<file path="config.mk">
export PLATFORM = sky130hd
export DESIGN_NAME = ex_div_flat
export DESIGN_NICKNAME = d
export VERILOG_FILES = /design/src/rtl/ex_div_pkg.sv /design/src/rtl/ex_div_if.sv /design/src/rtl/ex_div.sv /design/src/flat_wrapper.sv
export SDC_FILE = /design/constraint.sdc
export NUM_CORES = 1
export LEC_CHECK = 0
export ABC_AREA = 1
export BUFFER_PORTS_ARGS = -buffer_cell sky130_fd_sc_hd__buf_2
export CAP_MARGIN = 20
export CORE_ASPECT_RATIO = 2
export CORE_MARGIN = 2
export CORE_UTILIZATION = 52
export CTS_CLUSTER_SIZE = 10
export DETAILED_ROUTE_END_ITERATION = 10
export PLACE_DENSITY = 0.68
export SYNTH_ARGS = -nofsm -noshare
export SYNTH_HDL_FRONTEND = slang
export SYNTH_SLANG_ARGS = --single-unit
</file>
<file path="constraint.sdc">
create_clock -name clk -period 3.1 [get_ports clk]
set_input_delay 0.155 -clock clk [delete_from_list [all_inputs] [get_ports clk]]
set_output_delay 0.155 -clock clk [all_outputs]
set_load 0.01 [all_outputs]
</file>
<file path="src/rtl/ex_div_pkg.sv">
// ex_div_pkg: state encoding, handshake constants and helpers for the radix-2 restoring divider
package ex_div_pkg;
    typedef enum logic [1:0] {
        DivFree   = 2'b00,
        DivByZero = 2'b01,
        DivOn     = 2'b10,
        DivEnd    = 2'b11
    } div_state_t;
    localparam logic DivResultReady    = 1'b1;
    localparam logic DivResultNotReady = 1'b0;
    localparam logic DivStart          = 1'b1;
    localparam logic DivStop           = 1'b0;
    localparam int   DivIters          = 32;
    function automatic logic [31:0] neg_if(input logic neg, input logic [31:0] v);
        return neg ? ~v + 32'd1 : v;
    endfunction
endpackage

</file>
<file path="src/rtl/ex_div_if.sv">
// ex_div_if: execute-stage to divider request/result bundle
interface ex_div_if;
    logic        signed_div_i;
    logic [31:0] opdata1_i;
    logic [31:0] opdata2_i;
    logic        start_i;
    logic        annul_i;
    logic [63:0] result_o;
    logic        ready_o;
    modport master(output signed_div_i, opdata1_i, opdata2_i, start_i, annul_i, input result_o, ready_o);
    modport slave(input signed_div_i, opdata1_i, opdata2_i, start_i, annul_i, output result_o, ready_o);
endinterface

</file>
<file path="src/rtl/ex_div.sv">
// ex_div: iterative 32-bit radix-2 restoring divider, result {remainder, quotient}
module ex_div
    import ex_div_pkg::*;
(
    input logic    clk,
    input logic    rst,
    ex_div_if.slave div
);
    div_state_t  state, state_n;
    logic [5:0]  cnt, cnt_n;
    logic [64:0] work, work_n;
    logic [31:0] divisor, divisor_n;
    logic        neg1, neg2, neg1_n, neg2_n;
    logic [63:0] result_n;
    logic        ready_n;
    logic [32:0] temp;
    logic [31:0] quot, rem;
    assign temp = {1'b0, work[63:32]} - {1'b0, divisor};
    // sign fix-up uses the operand signs captured at start, not the live inputs
    assign quot = neg_if(neg1 ^ neg2, work[31:0]);
    assign rem  = neg_if(neg1, work[64:33]);
    always_comb begin
        state_n   = state;
        cnt_n     = cnt;
        work_n    = work;
        divisor_n = divisor;
        neg1_n    = neg1;
        neg2_n    = neg2;
        result_n  = div.result_o;
        ready_n   = div.ready_o;
        if (state != DivFree && div.annul_i) begin
            state_n  = DivFree;
            result_n = '0;
            ready_n  = DivResultNotReady;
        end else begin
            case (state)
                DivFree: begin
                    result_n = '0;
                    ready_n  = DivResultNotReady;
                    if (div.start_i == DivStart && !div.annul_i) begin
                        neg1_n    = div.signed_div_i & div.opdata1_i[31];
                        neg2_n    = div.signed_div_i & div.opdata2_i[31];
                        divisor_n = neg_if(neg2_n, div.opdata2_i);
                        work_n    = {32'd0, neg_if(neg1_n, div.opdata1_i), 1'b0};
                        cnt_n     = '0;
                        state_n   = (div.opdata2_i == 32'd0) ? DivByZero : DivOn;
                    end
                end
                DivByZero: begin
                    work_n  = '0;
                    state_n = DivEnd;
                end
                DivOn: begin
                    if (cnt == 6'(DivIters)) begin
                        work_n  = {rem, work[32], quot};
                        state_n = DivEnd;
                    end else begin
                        work_n = temp[32] ? work << 1 : {temp[31:0], work[31:0], 1'b1};
                        cnt_n  = cnt + 6'd1;
                    end
                end
                DivEnd: begin
                    if (div.start_i == DivStop) begin
                        state_n  = DivFree;
                        result_n = '0;
                        ready_n  = DivResultNotReady;
                    end else begin
                        result_n = {work[64:33], work[31:0]};
                        ready_n  = DivResultReady;
                    end
                end
            endcase
        end
    end
    always_ff @(posedge clk) begin
        if (rst) begin
            state        <= DivFree;
            cnt          <= '0;
            work         <= '0;
            divisor      <= '0;
            neg1         <= 1'b0;
            neg2         <= 1'b0;
            div.result_o <= '0;
            div.ready_o  <= DivResultNotReady;
        end else begin
            state        <= state_n;
            cnt          <= cnt_n;
            work         <= work_n;
            divisor      <= divisor_n;
            neg1         <= neg1_n;
            neg2         <= neg2_n;
            div.result_o <= result_n;
            div.ready_o  <= ready_n;
        end
    end
endmodule

</file>
<file path="src/flat_wrapper.sv">
// flat-port wrapper written by rule: the top's interface ports become plain ports
module ex_div_flat import ex_div_pkg::*;
  (clk, rst, div_signed_div_i, div_opdata1_i, div_opdata2_i, div_start_i, div_annul_i, div_result_o, div_ready_o);
  ex_div_if div_i ();
  input logic clk;
  input logic rst;
  input wire logic [$bits(div_i.signed_div_i)-1:0] div_signed_div_i;
  input wire logic [$bits(div_i.opdata1_i)-1:0] div_opdata1_i;
  input wire logic [$bits(div_i.opdata2_i)-1:0] div_opdata2_i;
  input wire logic [$bits(div_i.start_i)-1:0] div_start_i;
  input wire logic [$bits(div_i.annul_i)-1:0] div_annul_i;
  output wire logic [$bits(div_i.result_o)-1:0] div_result_o;
  output wire logic [$bits(div_i.ready_o)-1:0] div_ready_o;
  assign div_i.signed_div_i = div_signed_div_i;
  assign div_i.opdata1_i = div_opdata1_i;
  assign div_i.opdata2_i = div_opdata2_i;
  assign div_i.start_i = div_start_i;
  assign div_i.annul_i = div_annul_i;
  assign div_result_o = div_i.result_o;
  assign div_ready_o = div_i.ready_o;
  ex_div u_core (.clk(clk), .rst(rst), .div(div_i));
endmodule
</file>
==> results.json <==
{
  "dp_hpwl_mm": 42.4,
  "ys_seq_elements": 172,
  "holdWs_ps": 16.5,
  "numPortBuffers": 133,
  "path_class": "reg2reg",
  "grt_pass1_vias": 14713,
  "hold_violations": 0,
  "syn_nets": 2349,
  "clock.fmax_mhz": 330,
  "drtPass1Iterations": 10,
  "clkTransAtPathRegs_ps": 80,
  "grt_remaining_overflow": 0,
  "p_int_w": 0.00444,
  "clock_latency_ps": 470,
  "skew_ps": 14.3,
  "drc": 1,
  "chipWidth_um": 116,
  "rsz0062_at_grt": "true",
  "antennaDiodeCount": 0,
  "final_area_um2": 14800,
  "cp_common_cell": "nand2_1",
  "synth_area_leaders": "dfxtp_1 (26%), nand2_1 (19%), inv_1 (9.6%)",
  "vias": 15312,
  "track_usage_pct": 41.6,
  "synth_cell_types": 50,
  "synth_top_area_share_pct": 26.3,
  "fin_crit_ps": 3030,
  "num_io_pins": 134,
  "critical_path.endpoint_type": "flip-flop",
  "num_rows": 82,
  "drv_cap": 0,
  "path_cells": "inv_1, ha_1, fa_1, inv_1, nand2_1, nand2_1, nand3_1, nand2_1, nand2_1, nand2_1, nand2_2, nand2_2, buf_6, nand3_1, nand2_1, nand2_1, a21oi_1",
  "synth-edff-count": 0,
  "fillers": 2626,
  "placed_cell_area_um2": 14200,
  "worstPathArrival_ps": 3420,
  "ir_drop_v": 0.000462,
  "dieHeight_um": 228,
  "start_util_pct": 52.5,
  "cts_made_buffers": 17,
  "final_util_pct": 59.5,
  "root_buffer": "clkbuf_16",
  "yosysWarningCount": 0,
  "routed_wl_mm": 55.0,
  "switching_share_pct": 45.2,
  "viasPerCell": 5.66,
  "place_congestion": 1.09,
  "critPathMaxStageDelay_ps": 360,
  "htreeDepth": 4,
  "wl_per_cell_um": 20.3,
  "critPathTopFamily": "simple AND/OR/NAND/NOR gates",
  "cts_setup_buffers": 0,
  "cts_buffer_depth": 2,
  "startpoint_type": "flip-flop",
  "powerDensity_nw_per_um2": 546,
  "slowest_stage": "fa_1",
  "combPwrFrac_pct": 39.9,
  "setup_violations": 0,
  "p_leak_nw": 7.29,
  "violations": "DRC",
  "ant_nets": 0,
  "slew_viol_final": 0,
  "synth_flop_cell": "dfxtp_1",
  "hold_class": "in2reg",
  "antenna_found_initial": 0,
  "worstMarginPinSlew_ps": 768,
  "slew_headroom_pct": 48.2,
  "grt_pass1_wl_mm": 81.4,
  "crit_fanout": 21,
  "syn_to_final_growth_pct": 13.4,
  "final_layout_size_suffix_gt1_share_pct": 10.1,
  "nets": 2468,
  "p_sw_w": 0.00366,
  "cts_tree": "done",
  "yosysTopAreaCell": "dfxtp_1",
  "grt_max_degree": 55,
  "clockPowerShare_pct": 28.0,
  "initialDrtViolationCount": 1020,
  "status": "finished with violations",
  "syn_area_um2": 13100,
  "synthCells": 2236,
  "clock_sinks": 172,
  "coreArea_um2": 24900,
  "required_ps": 3490,
  "dieArea_um2": 26500,
  "seq_area_frac_synth_pct": 26.3,
  "cp.buffers_inverters": 3,
  "avgSynthCellArea_um2": 5.85,
  "synth_async_sr_flop_share_pct": 0,
  "power_frac_seq_pct": 32.1,
  "fin_crit_sh_pct": 97.8
}
area by class of cell:
class | instances | area, µm² | area share (%)
multi-input combinational | 1644 | 8040 | 54.2
sequential | 172 | 3440 | 23.2
inverter | 343 | 1290 | 8.68
timing repair buffer | 177 | 1030 | 6.97
clock buffer | 18 | 439 | 2.96
tap | 336 | 420 | 2.83
clock inverter | 14 | 169 | 1.14
synthesized netlist by cell type, drive strengths merged, types with 4 or more instances:
cell type and instances:
dfxtp 172, a21oi 232, inv 341, nor4 4, nand4 36, o211ai 19
nand2 666, o221ai 5, ha 43, buf 26, o21ai 131, nor3 27
a31oi 9, o21bai 6, xnor2 7, nand3b 11, xor2 54, nor2 217
clkbuf 51, nand3 149
per-layer routing:
layer / vias up / GRT usage, % / routed length, µm
met5: - / 0 / 0
met1: 6950 / 35.7 / 16700
met2: 670 / 72.6 / 27300
met4: 0 / 46.3 / 7840
met3: 303 / 8.27 / 3240
li1: 7389 / - / -
cell usage in the layout, fill, tap and decap left out, types with 3 or more instances in the layout:
master         netlist  layout
xor2_1              54      53
nand3_1            148     148
a21oi_1            231     231
o221ai_1             5       5
o22ai_1              3       3
nand4_1             36      36
a31oi_1              9       9
inv_1              336     336
nand2_1            661     661
nor3_2               2       3
or2_2                3       3
o21ai_1              4       3
ha_1                43      42
o211ai_1            19      19
clkbuf_16            0      17
dfxtp_1            172     172
buf_4                5      37
nor3_1              25      24
nand3b_1            10      10
nor3b_1              3       3
inv_8                0       5
nor2_1             211     210
o31ai_1              3       3
o21bai_1             6       6
xnor2_1              7       7
nand2_2              4       4
nor4_1               4       4
inv_2                5       5
nor2_2               6       6
o21ai_0            125     125
dlygate4sd3_1        0       4
buf_2                8     133
path summary, 6_finish.rpt:
path | slack, ps | end | depth (start not counted) | startpoint
setup / recovery | 70 | u_core.work[55]$_SDFFE_PP0P_ | 17 | u_core.work[32]$_SDFFE_PP0P_
hold / removal | 20 | u_core.divisor[21]$_SDFFE_PP0P_ | 3 | div_opdata2_i[21]
setup reg to reg | 70 | u_core.work[55]$_SDFFE_PP0P_ | 17 | u_core.work[32]$_SDFFE_PP0P_
hold reg to reg | 460 | u_core.div.result_o[43]$_SDFFE_PP0P_ | 2 | u_core.div.result_o[43]$_SDFFE_PP0P_
worst reg2reg max path: stages, from the launching register on:
cell and delay, ps:
dfxtp_1 340, inv_1 90, ha_1 200, fa_1 360, inv_1 100, nand2_1 70
nand2_1 110, nand3_1 90, nand2_1 160, nand2_1 70, nand2_1 140, nand2_2 110
nand2_2 190, buf_6 270, nand3_1 330, nand2_1 170, nand2_1 70, a21oi_1 110
metrics by stage:
| stage | setup TNS [ps] | setup slack, ps | std cells | power, W |
|---|---|---|---|---|
| floorplan | 0 | 913 | 2236 | 0.00457 |
| global placement | 0 | 208 | 2668 | 0.00572 |
| CTS | 0 | 118 | 2704 | 0.00799 |
| finish | 0 | 68.8 | 2704 | 0.00810 |
| global route | -52.2 | -26.3 | 2704 | 0.00845 |
| detailed placement | 0 | 129 | 2668 | 0.00574 |
what timing repair did:
item	CTS	global route
hold endpoints to repair	4	0
setup endpoints to repair	0	7
hold buffers	4	0
resized for setup	0	2
registers in the layout, summed over array words and instances (netlist names):
register	cells
u_core.div.result_o	64
u_core.divisor	32
u_core.cnt	6
u_core.div.ready_o	1
u_core.neg2	1
u_core.state	2
u_core.work	65
u_core.neg1	1
kinds of logic after synthesis:
group | count (synthesis) | synth area share (%)
simple gates | 1120 | 35.5
flops | 172 | 26.3
xor+xnor | 61 | 4.08
buf+inv | 420 | 12.6
compound gates | 419 | 17.3
fa+ha+maj | 44 | 4.26
power groups by stage:
| stage | clock network [W] | logic, W | registers, W |
|---|---|---|---|
| floorplan | 0 | 0.00204 | 0.00253 |
| global placement | 0 | 0.00309 | 0.00263 |
| detailed placement | 0 | 0.00310 | 0.00264 |
| CTS | 0.00228 | 0.00312 | 0.00259 |
| global route | 0.00234 | 0.00350 | 0.00261 |
| finish | 0.00227 | 0.00323 | 0.00260 |
(Power assumes the default switching activity.)
